## src/rtl/ramb4_s8_port_arbiter_pkg.sv

```systemverilog
// ---------------------------------------------------------------------------
// ramb4_s8_port_arbiter_pkg
// Shared definitions for the port-A arbiter of a 512x8 dual-port block RAM:
//   - state_t    : arbiter FSM encoding (ST_IDLE arbitrates, ST_CLEAR sweeps)
//   - RAM_DEPTH  : number of bytes in the RAM, i.e. length of a clear sweep
//   - RID_W      : width of a requester index (covers up to 8 requesters)
//   - rr_next()  : round-robin pointer advance past a winner
// ---------------------------------------------------------------------------
package ramb4_s8_port_arbiter_pkg;

  localparam int RAM_DEPTH = 512;
  localparam int RID_W     = 3;

  typedef enum logic [0:0] {
    ST_IDLE  = 1'b0,
    ST_CLEAR = 1'b1
  } state_t;

  // Pointer for the next arbitration round: one past the winner, wrapping
  // from the last requester back to requester 0.
  function automatic logic [RID_W-1:0] rr_next(input logic [RID_W-1:0] w,
                                               input int nreq);
    if (int'(w) >= nreq - 1) begin
      return '0;
    end
    return w + RID_W'(1);
  endfunction

endpackage

```

## src/rtl/ramb4_s8_port_arbiter_if.sv

```systemverilog
// ---------------------------------------------------------------------------
// ramb4_s8_port_arbiter_if
// Requester-side bus of the port-A arbiter.
//   req       requester -> arbiter  per-requester access request (held)
//   req_we    requester -> arbiter  per-requester write enable
//   req_addr  requester -> arbiter  packed addresses, slice i = [i*AW +: AW]
//   req_di    requester -> arbiter  packed write data, slice i = [i*DW +: DW]
//   gnt       arbiter -> requester  one-hot combinational grant
//   rvalid    arbiter -> requester  read data valid
//   rid       arbiter -> requester  requester owning rdata
//   rdata     arbiter -> requester  read data straight from the RAM
// modport master : the requester side, modport slave : the arbiter side.
// ---------------------------------------------------------------------------
interface ramb4_s8_port_arbiter_if #(
  parameter int NREQ = 4,
  parameter int AW   = 9,
  parameter int DW   = 8
);
  import ramb4_s8_port_arbiter_pkg::*;

  logic [NREQ-1:0]    req;
  logic [NREQ-1:0]    req_we;
  logic [NREQ*AW-1:0] req_addr;
  logic [NREQ*DW-1:0] req_di;
  logic [NREQ-1:0]    gnt;
  logic               rvalid;
  logic [RID_W-1:0]   rid;
  logic [DW-1:0]      rdata;

  modport master (
    output req, req_we, req_addr, req_di,
    input  gnt, rvalid, rid, rdata
  );

  modport slave (
    input  req, req_we, req_addr, req_di,
    output gnt, rvalid, rid, rdata
  );

endinterface

```

## src/rtl/ramb4_s8_port_arbiter_rr_arbiter.sv

```systemverilog
// ---------------------------------------------------------------------------
// ramb4_s8_port_arbiter_rr_arbiter
// Purely combinational round-robin pick: the first asserted req bit found
// searching upward from ptr, wrapping NREQ-1 -> 0.
//   req     in   NREQ   request vector
//   ptr     in   RID_W  highest-priority index for this cycle
//   gnt     out  NREQ   one-hot grant (all zero when req is zero)
//   winner  out  RID_W  index of the granted requester (0 when none)
// ---------------------------------------------------------------------------
module ramb4_s8_port_arbiter_rr_arbiter
  import ramb4_s8_port_arbiter_pkg::*;
#(
  parameter int NREQ = 4
) (
  input  logic [NREQ-1:0]  req,
  input  logic [RID_W-1:0] ptr,
  output logic [NREQ-1:0]  gnt,
  output logic [RID_W-1:0] winner
);

  int   pos;
  logic found;

  // Walk the NREQ priority slots starting at ptr; the inner loop maps the
  // rotated slot back onto a constant bit index so no variable bit-select
  // of req is needed.
  always_comb begin
    gnt    = '0;
    winner = '0;
    found  = 1'b0;
    pos    = 0;
    for (int k = 0; k < NREQ; k++) begin
      pos = int'(ptr) + k;
      if (pos >= NREQ) begin
        pos = pos - NREQ;
      end
      for (int i = 0; i < NREQ; i++) begin
        if (!found && (i == pos) && req[i]) begin
          found  = 1'b1;
          gnt[i] = 1'b1;
          winner = RID_W'(i);
        end
      end
    end
  end

endmodule

```

## src/rtl/ramb4_s8_port_arbiter.sv

```systemverilog
// ---------------------------------------------------------------------------
// ramb4_s8_port_arbiter
// Shares port A of a 512x8 dual-port block RAM between NREQ requesters
// (round-robin, one access per cycle) and runs a clear sequencer that fills
// every byte with a constant. Port B of the RAM is not touched.
//   clk       in   1      single clock, also clocks RAM port A
//   rst_n     in   1      asynchronous active-low reset
//   bus       slave       requester bus (req/we/addr/di in, gnt/rvalid/rid/rdata out)
//   clr       in   1      one-cycle pulse starting a clear sweep
//   clr_val   in   DW     fill byte, captured on the clr cycle
//   busy      out  1      clear sweep in progress
//   ram_en    out  1      RAM ENA (registered)
//   ram_we    out  1      RAM WEA (registered)
//   ram_addr  out  AW     RAM ADDRA (registered)
//   ram_di    out  DW     RAM DIA (registered)
//   ram_do    in   DW     RAM DOA
// Timing: a request accepted in cycle t drives the RAM command during t+1;
// read data is returned with rvalid/rid during t+2.
// ---------------------------------------------------------------------------
module ramb4_s8_port_arbiter
  import ramb4_s8_port_arbiter_pkg::*;
#(
  parameter int NREQ = 4,
  parameter int AW   = 9,
  parameter int DW   = 8
) (
  input  logic                    clk,
  input  logic                    rst_n,
  ramb4_s8_port_arbiter_if.slave  bus,
  input  logic                    clr,
  input  logic [DW-1:0]           clr_val,
  output logic                    busy,
  output logic                    ram_en,
  output logic                    ram_we,
  output logic [AW-1:0]           ram_addr,
  output logic [DW-1:0]           ram_di,
  input  logic [DW-1:0]           ram_do
);

  state_t           state_reg;
  logic [RID_W-1:0] rr_ptr_reg;
  logic [AW-1:0]    sweep_cnt_reg;
  logic [DW-1:0]    fill_reg;
  logic             busy_reg;
  logic             ram_en_reg;
  logic             ram_we_reg;
  logic [AW-1:0]    ram_addr_reg;
  logic [DW-1:0]    ram_di_reg;
  logic             rv_s1_reg;
  logic             rv_s2_reg;
  logic [RID_W-1:0] rid_s1_reg;
  logic [RID_W-1:0] rid_s2_reg;

  logic [NREQ-1:0]  arb_gnt;
  logic [RID_W-1:0] arb_winner;
  logic [NREQ-1:0]  gnt_int;
  logic             accept;
  logic             sel_we;
  logic [AW-1:0]    sel_addr;
  logic [DW-1:0]    sel_di;

  logic [AW-1:0]    addr_arr [NREQ];
  logic [DW-1:0]    di_arr   [NREQ];

  // Unpack the flat requester buses into per-requester arrays.
  genvar gi;
  generate
    for (gi = 0; gi < NREQ; gi++) begin : g_slice
      assign addr_arr[gi] = bus.req_addr[gi*AW +: AW];
      assign di_arr[gi]   = bus.req_di[gi*DW +: DW];
    end
  endgenerate

  ramb4_s8_port_arbiter_rr_arbiter #(
    .NREQ (NREQ)
  ) u_rr_arbiter (
    .req    (bus.req),
    .ptr    (rr_ptr_reg),
    .gnt    (arb_gnt),
    .winner (arb_winner)
  );

  // Grants exist only while arbitrating; a clr pulse in IDLE pre-empts the
  // arbiter for that cycle so the sweep can start cleanly.
  assign gnt_int = (state_reg == ST_IDLE && !clr) ? arb_gnt : '0;
  assign accept  = |gnt_int;

  // One-hot grant -> select the winner's command fields.
  always_comb begin
    sel_we   = 1'b0;
    sel_addr = '0;
    sel_di   = '0;
    for (int i = 0; i < NREQ; i++) begin
      if (gnt_int[i]) begin
        sel_we   = bus.req_we[i];
        sel_addr = addr_arr[i];
        sel_di   = di_arr[i];
      end
    end
  end

  always_ff @(posedge clk or negedge rst_n) begin
    if (!rst_n) begin
      state_reg     <= ST_IDLE;
      rr_ptr_reg    <= '0;
      sweep_cnt_reg <= '0;
      fill_reg      <= '0;
      busy_reg      <= 1'b0;
      ram_en_reg    <= 1'b0;
      ram_we_reg    <= 1'b0;
      ram_addr_reg  <= '0;
      ram_di_reg    <= '0;
      rv_s1_reg     <= 1'b0;
      rv_s2_reg     <= 1'b0;
      rid_s1_reg    <= '0;
      rid_s2_reg    <= '0;
    end else begin
      // Read-return pipeline runs in every state so reads issued before a
      // clear still come back.
      rv_s1_reg  <= 1'b0;
      rid_s1_reg <= arb_winner;
      rv_s2_reg  <= rv_s1_reg;
      rid_s2_reg <= rid_s1_reg;

      case (state_reg)
        ST_IDLE: begin
          if (clr) begin
            state_reg     <= ST_CLEAR;
            sweep_cnt_reg <= '0;
            fill_reg      <= clr_val;
            busy_reg      <= 1'b1;
            ram_en_reg    <= 1'b0;
            ram_we_reg    <= 1'b0;
          end else if (accept) begin
            ram_en_reg   <= 1'b1;
            ram_we_reg   <= sel_we;
            ram_addr_reg <= sel_addr;
            ram_di_reg   <= sel_di;
            rv_s1_reg    <= ~sel_we;
            rr_ptr_reg   <= rr_next(arb_winner, NREQ);
          end else begin
            ram_en_reg <= 1'b0;
            ram_we_reg <= 1'b0;
          end
        end

        ST_CLEAR: begin
          // One fill write per cycle; further clr pulses are ignored here.
          ram_en_reg    <= 1'b1;
          ram_we_reg    <= 1'b1;
          ram_addr_reg  <= sweep_cnt_reg;
          ram_di_reg    <= fill_reg;
          sweep_cnt_reg <= sweep_cnt_reg + AW'(1);
          if (sweep_cnt_reg == AW'(RAM_DEPTH - 1)) begin
            state_reg <= ST_IDLE;
            busy_reg  <= 1'b0;
          end
        end

        default: begin
          state_reg <= ST_IDLE;
        end
      endcase
    end
  end

  assign bus.gnt    = gnt_int;
  assign bus.rvalid = rv_s2_reg;
  assign bus.rid    = rid_s2_reg;
  assign bus.rdata  = ram_do;

  assign busy     = busy_reg;
  assign ram_en   = ram_en_reg;
  assign ram_we   = ram_we_reg;
  assign ram_addr = ram_addr_reg;
  assign ram_di   = ram_di_reg;

endmodule
```

## src/flat_wrapper.sv

```systemverilog
// flat-port wrapper written by rule: the top's interface ports become plain ports
module ramb4_s8_port_arbiter_flat import ramb4_s8_port_arbiter_pkg::*;
#(
  parameter int NREQ = 4,
  parameter int AW   = 9,
  parameter int DW   = 8
)
  (clk, rst_n, clr, clr_val, busy, ram_en, ram_we, ram_addr, ram_di, ram_do, bus_req, bus_req_we, bus_req_addr, bus_req_di, bus_gnt, bus_rvalid, bus_rid, bus_rdata);
  ramb4_s8_port_arbiter_if #(.NREQ(NREQ), .AW(AW), .DW(DW)) bus_i ();
  input  logic clk;
  input  logic rst_n;
  input  logic clr;
  input  logic [DW-1:0] clr_val;
  output logic busy;
  output logic ram_en;
  output logic ram_we;
  output logic [AW-1:0] ram_addr;
  output logic [DW-1:0] ram_di;
  input  logic [DW-1:0] ram_do;
  input wire logic [$bits(bus_i.req)-1:0] bus_req;
  input wire logic [$bits(bus_i.req_we)-1:0] bus_req_we;
  input wire logic [$bits(bus_i.req_addr)-1:0] bus_req_addr;
  input wire logic [$bits(bus_i.req_di)-1:0] bus_req_di;
  output wire logic [$bits(bus_i.gnt)-1:0] bus_gnt;
  output wire logic [$bits(bus_i.rvalid)-1:0] bus_rvalid;
  output wire logic [$bits(bus_i.rid)-1:0] bus_rid;
  output wire logic [$bits(bus_i.rdata)-1:0] bus_rdata;
  assign bus_i.req = bus_req;
  assign bus_i.req_we = bus_req_we;
  assign bus_i.req_addr = bus_req_addr;
  assign bus_i.req_di = bus_req_di;
  assign bus_gnt = bus_i.gnt;
  assign bus_rvalid = bus_i.rvalid;
  assign bus_rid = bus_i.rid;
  assign bus_rdata = bus_i.rdata;
  ramb4_s8_port_arbiter #(.NREQ(NREQ), .AW(AW), .DW(DW)) u_core (.clk(clk), .rst_n(rst_n), .bus(bus_i), .clr(clr), .clr_val(clr_val), .busy(busy), .ram_en(ram_en), .ram_we(ram_we), .ram_addr(ram_addr), .ram_di(ram_di), .ram_do(ram_do));
endmodule
```

## config.mk

```make
export PLATFORM = sky130hd
export DESIGN_NAME = ramb4_s8_port_arbiter_flat
export DESIGN_NICKNAME = d
export VERILOG_FILES = /design/src/rtl/ramb4_s8_port_arbiter_pkg.sv /design/src/rtl/ramb4_s8_port_arbiter_if.sv /design/src/rtl/ramb4_s8_port_arbiter_rr_arbiter.sv /design/src/rtl/ramb4_s8_port_arbiter.sv /design/src/flat_wrapper.sv
export SDC_FILE = /design/constraint.sdc
export NUM_CORES = 1
export LEC_CHECK = 0
export CAP_MARGIN = 30
export CELL_PAD_IN_SITES_DETAIL_PLACEMENT = 0
export CELL_PAD_IN_SITES_GLOBAL_PLACEMENT = 1
export CORE_UTILIZATION = 46
export CTS_BUF_LIST = sky130_fd_sc_hd__clkbuf_8 sky130_fd_sc_hd__clkbuf_16
export DETAILED_ROUTE_END_ITERATION = 10
export DONT_BUFFER_PORTS = 1
export MAX_ROUTING_LAYER = met4
export PLACE_DENSITY = 0.8
export SYNTH_ARGS = -nofsm -noshare
export SYNTH_HDL_FRONTEND = slang
export SYNTH_SLANG_ARGS = --single-unit
```

## constraint.sdc

```tcl
create_clock -name clk -period 2.16 [get_ports clk]
set_input_delay 0.432 -clock clk [delete_from_list [all_inputs] [get_ports clk]]
set_output_delay 0.432 -clock clk [all_outputs]
set_load 0.01 [all_outputs]
```

==> reports/metrics.yaml, run 1 <==
cells_and_area:
  nFillCells: 600
  finalNetCount: 402
  area_growth_pct: 2.86
  diodes: 0
  final_common_cell: "dfrtp_1"
  drive_gt1_share_pct: 15.1
  final_cell_mix: "46 x dfrtp_1, 30 x nand2_1, 26 x o211ai_1"
  design_area_um2: 3060
yosys:
  netlist-cell-type-count: 54
  synth_top_family_by_area: "compound AO/OA/AOI/OAI gates"
  synth_ff_type: "dfrtp_1"
  synth_fp_nets: 416
  yosys.area_share.simple_pct: 17.6
  synth_fa_ha_area_share_pct: 1.26
  syn_avg_cell_area_um2: 9.34
  synth_compound_area_share_pct: 30.2
  netlist_area_um2: 2970
  synthArstFlopShare_pct: 100
  yosysWarnings: 0
  synthXorXnorAreaFrac_pct: 0.590
  synth_edf_count: 0
  synthesis.instances: 318
  muxShareOfSynthArea_pct: 1.10
  ys_seq_area_share_pct: 38.8
  ys_ff_latch: 46
min_path:
  min_from: "clr_val[2]"
  holdCritPathClass: "input pin to flop"
  holdPathStages: 2
  hold-path-endpoint: "u_core.fill_reg[2]"
sta:
  max_slew_margin_pct: 61.6
  worst_slew_pin_slew_ps: 576
  final.period_utilization_pct: 96.1
  worst_slack_ps: 83.7
  max_freq_ghz: 0.482
  skew_ps: 16.5
  setup_viol: 0
  slew_viol_final: 0
  layout_min_cycle_time_ps: 2080
  finalHoldViolCount: 0
clock_network:
  numCtsBuffers: 5
  post_cts_buffers: 0
  cts-root-buf: "clkbuf_8"
  clk_pin_slew_ps: 100
  clkSinkCount: 46
  cts_htree_levels: 2
  tritoncts: "built"
  cts_buffer_depth: 2
  clk-insertion-delay-late_ps: 310
worst_setup_path:
  critPathKind: "flop to primary output"
  r2r_slack_ps: 130
  r2r-end: "u_core.rr_ptr_reg[0]"
  arrival_ps: 1640
  r2r_start: "u_core.rr_ptr_reg[1]"
  start_kind: "flop"
  required_ps: 1730
  critPathCaptureType: "primary output"
  ff2ff_path_depth: 8
  crit_fanout: 7
  crit_chain: "buf_4 -> nand2b_1 -> a21oi_4 -> o21ai_1 -> nor2_1"
  cpMaxStageDelayCell: "dfrtp_1"
  critPathMaxStageDelay_ps: 450
power:
  report.power.total_w: 0.00261
  powerDensity_nw_per_um2: 853
  p_leak_nw: 1.28
  ir_drop_uv: 438
job:
  drv_cap: 0
grt:
  grt_pass1_vias: 2189
  grt_pass1_wl_mm: 11.1
  grt_overflow: 0
  grt_antenna_before_repair: 0
  grt_max_degree: 47
  grt_usage_pct: 23.0
routing:
  vias: 2333
  drtPass1Iterations: 4
  postRouteAntennaNets: 0
  vias_per_cell: 6.14
  drc: 0
  avgRoutedWirePerCell_um: 19.5
  wl_mm: 7.40
  drt_iter0_markers: 135
die:
  initial_utilization_pct: 49.0
  die_w_um: 82.4
  rows: 28
  fp.dieH_um: 82.4
  core_area_um2: 6060
  die_area_um2: 6780
  io_pins: 131
placed_design:
  portBuffers: 0
  place_ws_ps: 169
  postPlaceCellArea_um2: 2910
  dpl.hpwl_mm: 5.40
  place.gp.congestion: 0.821
run_status:
  status: "completed"
[synthesized netlist by cell type (5+ instances only)]
library cell	instances	area [um^2]
dfrtp_1	46	1150
nand2_1	30	113
o211ai_1	26	195
nor2_1	25	93.8
a22o_1	20	175
inv_1	19	71.3
a21oi_1	18	90.1
a31oi_1	14	87.6
nand3b_1	14	105
buf_4	11	82.6
clkbuf_1	9	33.8
buf_6	6	67.6
o211ai_2	6	75.1
o21ai_0	6	30.0
buf_2	5	25.0
[per-stage QoR]
stage	instances	utilization (%)	hold WS, ps	setup TNS [ps]
2_1_floorplan	318	-	136	0
3_3_place_gp	370	48.0	137	0
3_5_place_dp	370	48.0	137	0
4_1_cts	380	50.2	218	0
5_1_grt	380	50.4	214	-3.61
6_report	380	50.4	218	0
[critical path, delay by kind of cell (launching register included)]
kind / cells / cell delay (ps)
flops: 1 / 450
simple gates: 2 / 400
buf+inv: 1 / 190
compound gates: 2 / 310
[timing repair]
action	4_1_cts	5_1_grt
hold buffers	2	0
endpoints found under the setup margin	1	2
gates resized for setup	1	2
endpoints found under the hold margin	46	0
[how the worst max path moves through the flow]
stage / from / to / cells after the start
after floorplan: bus_req[0] / u_core.rr_ptr_reg[0] / 8
after global placement: bus_req[1] / bus_gnt[0] / 3
after detailed placement: bus_req[1] / bus_gnt[0] / 3
after CTS: u_core.rr_ptr_reg[1] / bus_gnt[2] / 5
after global routing: u_core.rr_ptr_reg[1] / bus_gnt[2] / 5
final: u_core.rr_ptr_reg[1] / bus_gnt[2] / 5
[cells by family after synthesis]
logic type | count (synthesis)
compound gates | 113
xor+xnor | 2
fa+ha+maj | 3
buf+inv | 54
flops | 46
mux | 3
other cells | 1
simple gates | 96
[routing by layer]
layer	global-route usage, %	part of all wire [%]	vias up
li1	-	-	1108
met1	30.0	45	1120
met2	36.4	46	97
met3	5.60	8.7	8
met4	4.56	0.92	0
met5	-	0	-
[where the power goes]
group | switching, W | internal [W] | total (W)
sequential | 0.000261 | 0.00108 | 0.00134
clock | 0.000328 | 0.000232 | 0.000560
combinational | 0.000356 | 0.000354 | 0.000709
[final cells by class]
| type | count | area [um^2] | share of cell area (%) |
|---|---|---|---|
| clock buffer | 5 | 68.8 | 2.25 |
| clock inverter | 3 | 23.8 | 0.778 |
| inverter | 21 | 78.8 | 2.58 |
| multi-input combinational | 218 | 1530 | 50.0 |
| sequential | 46 | 1150 | 37.7 |
| tap | 75 | 93.8 | 3.07 |
| timing repair buffer | 12 | 113 | 3.69 |
(Power assumes the default switching activity.)
==> run 2, diff against run 1 <==
PLACE_DENSITY = default   (was 0.8)
PLACE_DENSITY_LB_ADDON = 0.1   (was default)
clock period = 2 ns   (was 2.16 ns; I/O delays follow)
==> run 2 against run 1 <==
Combinational power is 13% higher. Sequential share of layout area shrank 0.94 points. Register-to-register slack barely moved. Clock skew down 5.8 ps. Power up 14%. Final cell count grew 1.3%. Clock power rose by 28%. Largest cell class unchanged. Critical path type unchanged. Design area rose by 2.7%. Worst hold slack got worse by 28 ps.
==> reports/metrics.yaml, run 2 (synthesis gave the netlist of run 1 again) <==
cells_and_area:
  finalNetCount: 407
  final_cell_mix: "45 x dfrtp_1, 30 x nand2_1, 26 x o211ai_1"
  area_growth_pct: 5.60
  layout.cells.non_filler: 385
  utilization_pct: 51.8
  final_common_cell: "dfrtp_1"
  multi_input_area_um2: 1540
  diodes: 0
  nFillCells: 619
  drive_gt1_share_pct: 17.7
  regArea_um2: 1150
routing:
  vias: 2344
  drtPass1Iterations: 4
  wl_mm: 7.68
  postRouteAntennaNets: 0
  avgRoutedWirePerCell_um: 20.0
  drt_iter0_markers: 104
  vias_per_cell: 6.09
  drc: 0
die:
  io_pins: 131
  fp.dieH_um: 82.4
  initial_utilization_pct: 49.0
  rows: 28
  core_area_um2: 6060
  die_area_um2: 6780
  die_w_um: 82.4
power:
  p_leak_nw: 1.33
  powerDensity_nw_per_um2: 949
  ir_drop_uv: 545
min_path:
  holdCritPathClass: "input pin to flop"
grt:
  use_met2_pct: 38.9
  grt_antenna_before_repair: 0
  grt_overflow: 0
  grt_pass1_vias: 2200
  grt_pass1_wl_mm: 11.5
  grt_usage_pct: 23.9
  grt_max_degree: 47
  met3_usage_pct: 6.92
  grt-busiest-layer: "met2"
  met1_usage_pct: 29.2
clock_network:
  cts_htree_levels: 2
  tritoncts: "built"
  clkSinkCount: 46
  clk_pin_slew_ps: 100
  cts-root-buf: "clkbuf_8"
  clk-insertion-delay-late_ps: 310
  cts_buffer_depth: 2
  numCtsBuffers: 5
sta:
  max_slew_margin_pct: 64.5
  worst_slack_ps: 49.8
  layout_min_cycle_time_ps: 1950
  final.period_utilization_pct: 97.5
  setup_viol: 0
  setup-tns-final_ps: 0
  whs_ps: 190
  max_freq_ghz: 0.513
  worst_slew_pin_slew_ps: 532
  skew_ps: 10.6
  rsz0062_at_grt: "no"
  finalHoldViolCount: 0
  slew_viol_final: 0
worst_setup_path:
  critPathKind: "flop to primary output"
  crit_fanout: 19
  start_kind: "flop"
  critPathCaptureType: "primary output"
  arrival_ps: 1550
  required_ps: 1600
placed_design:
  dpl.hpwl_mm: 5.62
  dp.cells: 373
  place_ws_ps: 18.0
  place.gp.congestion: 0.807
  portBuffers: 0
job:
  drv_cap: 0
run_status:
  status: "completed"
-- run 2: changes by cell type in the layout (fill, tap and decap cells not counted), sizes merged --
cell,change
bufinv,+1
clkinvlp,-2
buf,+5
clkinv,+1
-- run 2: per-stage QoR --
step	total power [W]	instance area, um^2
floorplan	0.00206	2970
global placement	0.00219	2930
detailed placement	0.00221	2930
CTS	0.00299	3130
global route	0.00315	3140
finish	0.00298	3140
-- run 2: per-layer routing --
layer	vias up	wire, um
met1	1112	3250
met5	-	0
met4	0	68
met3	9	723
met2	101	3640
li1	1122	-
-- run 2: worst paths after layout --
path,start,to,slack [ps],depth (start not counted)
min in group asynchronous,rst_n,u_core.ram_en,590,2
max in group asynchronous,rst_n,u_core.rr_ptr_reg[1],1170,2
hold reg to reg,u_core.rv_s1_reg,u_core.bus.rvalid,360,0
hold / removal,clr_val[0],u_core.fill_reg[0],190,2
setup reg to reg,u_core.rr_ptr_reg[1],u_core.rr_ptr_reg[0],120,8
setup / recovery,u_core.rr_ptr_reg[1],bus_gnt[0],50,4
-- run 2: cell type report --
cell class,count,share of cell area [%]
clock inverter,3,1.40
timing repair buffer,17,5.19
clock buffer,5,2.19
inverter,21,2.51
sequential,46,36.7
tap,75,2.99
multi-input combinational,218,49.0
-- run 2: worst max-delay path, cell delays in order, from the launching register on --
cell and delay, ps:
dfrtp_2 430, buf_4 150, o21ai_0 110, a32o_4 340, and2_1 220
-- run 2: repair_timing --
item | 4_1_cts | 5_1_grt
hold endpoints to repair | 46 | 0
hold buffers | 2 | 0
endpoints found under the setup margin | 3 | 4
gates resized for setup | 7 | 3
pin swaps | 1 | 2
setup buffers | 2 | 0
-- run 2: report_power, final --
part           leakage (nW)  switching, W  total (W)  internal [W]
Combinational         0.719      0.000398   0.000804      0.000406
Sequential            0.551      0.000290    0.00145       0.00116
Clock                0.0585      0.000343   0.000718      0.000375
==> run 3, diff against run 2 <==
CTS_CLUSTER_DIAMETER = 60   (was default)
CTS_CLUSTER_SIZE = 40   (was default)
==> results of run 3 <==
No change in the layout: final DEF, timing and power equal those of run 2.
==> variant 1, RTL diff (flow settings as in run 2) <==
`DW` is set to 8 in 3 places; all go to 12.
--- a/src/rtl/ramb4_s8_port_arbiter_if.sv
+++ b/src/rtl/ramb4_s8_port_arbiter_if.sv
@@ -16,3 +16,3 @@
   parameter int AW   = 9,
-  parameter int DW   = 8
+  parameter int DW   = 12
 );
--- a/src/rtl/ramb4_s8_port_arbiter.sv
+++ b/src/rtl/ramb4_s8_port_arbiter.sv
@@ -24,3 +24,3 @@
   parameter int AW   = 9,
-  parameter int DW   = 8
+  parameter int DW   = 12
 ) (
--- a/src/flat_wrapper.sv
+++ b/src/flat_wrapper.sv
@@ -5,3 +5,3 @@
   parameter int AW   = 9,
-  parameter int DW   = 8
+  parameter int DW   = 12
 )
Interface: changed (5 resized); port bits go from 131 to 163. No check against the original RTL was run, so the function may have changed too.
==> variant 1 against run 2 <==
  * Largest cell class unchanged
  * Total power is 4.5% higher
  * Global-route usage is 1.9 points higher
  * Highest routed layer unchanged
  * Non-clock buffer count grew 8
  * Clock skew up 0.90 ps
  * Final area is 8.2% higher
  * Synthesized area rose by 6.5%
  * Sequential cell count up 8
  * Sequential power is 8% higher
  * The flow now finishes with violations (DRC)
  * Setup slack better by 20 ps
  * Wire length is 15% higher
==> variant 1: results <==
# TYPE chip_impl_metric gauge
chip_impl_info{name="outcome",value="complete, but fails checks"} 1
chip_impl_info{name="failed_checks",value="DRC"} 1
chip_impl_metric{name="finalWeightedCongestion",unit=""} 0.812
chip_impl_metric{name="worstMarginPinSlew",unit="ps"} 497
chip_impl_metric{name="grt_first_pass_wirelength",unit="µm"} 13900
chip_impl_info{name="worstSetupEndpoint",value="bus_gnt[2]"} 1
chip_impl_metric{name="place_area",unit="µm²"} 3160
chip_impl_metric{name="hold_ws",unit="ps"} 186
chip_impl_metric{name="maximum_number_of_pins_on_one_net_before_global_route_repair",unit=""} 55
chip_impl_metric{name="finalWirelength",unit="µm"} 8860
chip_impl_metric{name="place_inst",unit=""} 396
chip_impl_metric{name="delay_of_the_slowest_cell_on_the_worst_path",unit="ps"} 470
chip_impl_metric{name="place_hpwl",unit="µm"} 6340
chip_impl_metric{name="max_clock_freq",unit="MHz"} 518
chip_impl_metric{name="worst-endpoint-arrival",unit="ps"} 1530
chip_impl_metric{name="power.leakage",unit="nW"} 1.51
chip_impl_info{name="rr_startpoint",value="u_core.rr_ptr_reg[0]$_DFFE_PN0P_"} 1
chip_impl_metric{name="drt_drc_violations_left",unit=""} 12
chip_impl_metric{name="share_of_post_route_cells_with_drive_strength_above_1",unit="%"} 14.6
chip_impl_info{name="timing.hold.worst_endpoint",value="u_core.fill_reg[8]$_DFFE_PN0P_"} 1
chip_impl_metric{name="ir_worst_vdd",unit="µV"} 369
chip_impl_info{name="netlist_top_cells_area",value="sky130_fd_sc_hd__dfrtp_1 (43%), sky130_fd_sc_hd__nand2_1 (5.6%), sky130_fd_sc_hd__a221oi_1 (5.5%)"} 1
chip_impl_info{name="reg2reg_to",value="u_core.ram_addr[2]$_DFFE_PN0P_"} 1
chip_impl_metric{name="instances_no_fill",unit=""} 413
chip_impl_metric{name="maximum_fanout_along_the_worst_path",unit=""} 7
chip_impl_metric{name="pre_cts_slack",unit="ps"} 150
chip_impl_metric{name="first_iter_violations",unit=""} 190
variant 1: changes by cell type in the layout (fill, tap and decap cells not counted), moves of 13 or more:
cell	before	now
sky130_fd_sc_hd__o211ai_1	26	1
sky130_fd_sc_hd__a221oi_1	2	20
sky130_fd_sc_hd__nor2b_1	3	20
sky130_fd_sc_hd__o31ai_1	1	18
sky130_fd_sc_hd__a2bb2oi_1	0	16
sky130_fd_sc_hd__nand2_1	30	46
sky130_fd_sc_hd__nand3b_1	14	0
sky130_fd_sc_hd__a22o_1	20	7
sky130_fd_sc_hd__a31oi_1	14	1
variant 1: per-layer routing:
layer  up-vias  GRT usage [%]  wire (µm)
met5         -              -          0
met4         0           5.86         79
met3        13           4.47        669
met2       123           39.1       4130
met1      1262           36.1       3980
li1       1205              -          -
variant 1: layout make-up:
class                   instances  area [µm²]
clock buffers                   5        68.8
fillers                       640        3100
clock inverters                 3        37.5
repair buffers                 25         230
inverters                       6        22.5
multi-input cells             243        1580
well taps                      77        96.3
flip-flops and latches         54        1360
variant 1: kinds of logic after synthesis:
family	Yosys count	share of synthesized area, %
AO/OA/AOI/OAI	113	27.9
XOR/XNOR	4	1.11
adder cells (fa/ha/maj)	2	0.791
buffers and inverters	45	8.22
flip-flops	54	42.7
multiplexers	4	1.30
other	1	0.119
AND/OR/NAND/NOR	119	17.9
variant 1: report_power, final:
part | internal [mW] | total, mW | leakage (nW) | switching, mW
combinational | 0.407 | 0.795 | 0.798 | 0.387
clock | 0.366 | 0.738 | 0.0607 | 0.373
sequential | 1.31 | 1.57 | 0.653 | 0.267
variant 1: what timing repair did:
item                                    4_1_cts  5_1_grt
resized for setup                             4        9
hold buffers                                  2        0
pin swaps                                     1        5
buffers inserted                              1        6
endpoints found under the hold margin        54        0
endpoints found under the setup margin        2        4
==> variant 2, RTL diff (flow settings as in run 2) <==
Without the edit above. Make the reset (`rst_n`) synchronous in one clocked block. Comments in the files are not updated.
--- a/src/rtl/ramb4_s8_port_arbiter.sv
+++ b/src/rtl/ramb4_s8_port_arbiter.sv
@@ -101,3 +101,3 @@
 
-  always_ff @(posedge clk or negedge rst_n) begin
+  always_ff @(posedge clk) begin
     if (!rst_n) begin
Behaviour: differs if rst_n is asserted again (counterexample within 4 cycles, from zero or initial values and one cycle with rst_n low); with rst_n held inactive, the same outputs for 10 cycles.
==> variant 2 against run 2 <==
  * Synthesized area down 10%
  * Largest power group unchanged
  * Synthesized cell count rose by 5.3%
  * Via count rose by 6.5%
  * Setup slack better by 2.3 ps
  * First-iteration DRC count grew 2.9%
  * Final area decreased by 10%
  * Wire length rose by 5.3%
  * Total power fell by 33%
  * Sequential cell count unchanged
==> variant 2: results <==
# TYPE chip_impl_metric gauge
chip_impl_metric{name="grt_first_pass_wirelength",unit="µm"} 12700
chip_impl_metric{name="power.leakage",unit="nW"} 1.01
chip_impl_metric{name="wl_per_cell",unit="µm"} 20.3
chip_impl_metric{name="finish.net_count",unit=""} 425
chip_impl_metric{name="maximum_number_of_pins_on_one_net_before_global_route_repair",unit=""} 29
chip_impl_info{name="outcome",value="complete, no violations"} 1
chip_impl_metric{name="place_area",unit="µm²"} 2710
chip_impl_metric{name="avgViaCountPerCell",unit=""} 6.26
chip_impl_info{name="timing.hold.worst_endpoint",value="u_core.bus.rid[1]$_SDFF_PN0_"} 1
chip_impl_metric{name="ys_seq_area_share",unit="%"} 34.5
chip_impl_info{name="post_synth_most_frequent_cells",value="sky130_fd_sc_hd__dfxtp_1 (46), sky130_fd_sc_hd__nand2_1 (44), sky130_fd_sc_hd__a21oi_1 (30)"} 1
chip_impl_metric{name="finClkSkew",unit="ps"} 8.09
chip_impl_metric{name="share_of_post_route_cells_with_drive_strength_above_1",unit="%"} 13.5
chip_impl_metric{name="finalWeightedCongestion",unit=""} 0.851
chip_impl_metric{name="hold-path-cell-count",unit=""} 1
chip_impl_metric{name="maximum_fanout_along_the_worst_path",unit=""} 12
chip_impl_info{name="rr_startpoint",value="u_core.rr_ptr_reg[1]$_SDFFE_PN0P_"} 1
chip_impl_metric{name="grt_use_total",unit="%"} 27.9
chip_impl_metric{name="clkTransAtPathRegs",unit="ps"} 90
chip_impl_metric{name="via_count_of_the_first_global_routing_pass",unit=""} 2437
chip_impl_info{name="netlist_top_cells_area",value="sky130_fd_sc_hd__dfxtp_1 (35%), sky130_fd_sc_hd__nand2_1 (6.2%), sky130_fd_sc_hd__a21oi_1 (5.6%)"} 1
chip_impl_metric{name="place_hpwl",unit="µm"} 6040
chip_impl_metric{name="asr_flop_ratio_synth",unit="%"} 0
chip_impl_metric{name="ir_worst_vdd",unit="µV"} 340
chip_impl_metric{name="first_iter_violations",unit=""} 107
chip_impl_metric{name="cts.htree.levels",unit=""} 2
chip_impl_metric{name="r2r_cells",unit=""} 7
chip_impl_metric{name="postCtsSetupBuffers",unit=""} 0
chip_impl_metric{name="drt_first_pass_iters",unit=""} 5
chip_impl_metric{name="netlist-cell-type-count",unit=""} 59
chip_impl_info{name="hold_path.startpoint",value="rst_n"} 1
variant 2: cell count changes after synthesis, sizes merged, moves of 12 or more:
cell / before / now
o211ai: 32 / 1
a22o: 20 / 0
nand2: 30 / 45
dfxtp: 0 / 46
inv: 21 / 3
nand3b: 14 / 2
dfrtp: 46 / 0
variant 2: timing repair:
action,CTS,global route
setup endpoints to repair,3,3
gates cloned,0,0
resized for setup,4,4
variant 2: through the flow:
stage                     hold WS, ps  worst slack (ps)  cells
after floorplan                   412              51.7    335
after global placement            413               118    392
after detailed placement          423              97.4    392
after CTS                         213              5.36    399
after global routing              209             -15.2    399
final                             221              52.1    399
variant 2: worst max-delay path, cell delays in order (launching register included):
cell and delay (ps):
sky130_fd_sc_hd__dfxtp_4 410, sky130_fd_sc_hd__o21ai_0 100, sky130_fd_sc_hd__a32o_2 330, sky130_fd_sc_hd__buf_4 200, sky130_fd_sc_hd__and2_1 200
variant 2: power by group:
part	leakage, nW	internal, mW	switching (mW)
clock network	0.0438	0.236	0.323
logic	0.588	0.171	0.239
registers	0.378	0.973	0.0605
total	1.01	1.38	0.623
variant 2: cell families after synthesis:
logic type | Yosys count | synth area share [%]
compound gates | 112 | 28.9
flops | 46 | 34.5
simple gates | 123 | 22.7
other cells | 1 | 0.141
fa+ha+maj | 3 | 1.41
mux | 12 | 4.55
buf+inv | 38 | 7.78
variant 2: worst max path at each step:
stage                                                  from                                end  slack (ps)  depth (start not counted)
after floorplan                                  bus_req[2]  u_core.rr_ptr_reg[0]$_SDFFE_PN0P_          50                          8
after global placement    u_core.rr_ptr_reg[1]$_SDFFE_PN0P_  u_core.rr_ptr_reg[0]$_SDFFE_PN0P_         120                          6
after detailed placement  u_core.rr_ptr_reg[1]$_SDFFE_PN0P_  u_core.rr_ptr_reg[0]$_SDFFE_PN0P_         100                          6
after CTS                 u_core.rr_ptr_reg[1]$_SDFFE_PN0P_                         bus_gnt[0]           5                          4
after global routing      u_core.rr_ptr_reg[1]$_SDFFE_PN0P_                         bus_gnt[0]         -20                          4
final                     u_core.rr_ptr_reg[1]$_SDFFE_PN0P_                         bus_gnt[0]          50                          4
variant 2: routing by layer:
metal,share of wire [%],global-route usage [%]
met5,0,-
met3,7.3,6.98
met2,50,48.1
met4,1.5,9.63
met1,41,31.3
variant 2: final cells by class:
cell class,count,area [µm²]
clock inverters,2,10.0
repair buffers,20,154
fillers,588,2730
clock buffers,5,68.8
inverters,3,11.3
well taps,72,90.1
multi-input cells,251,1550
flip-flops and latches,46,927
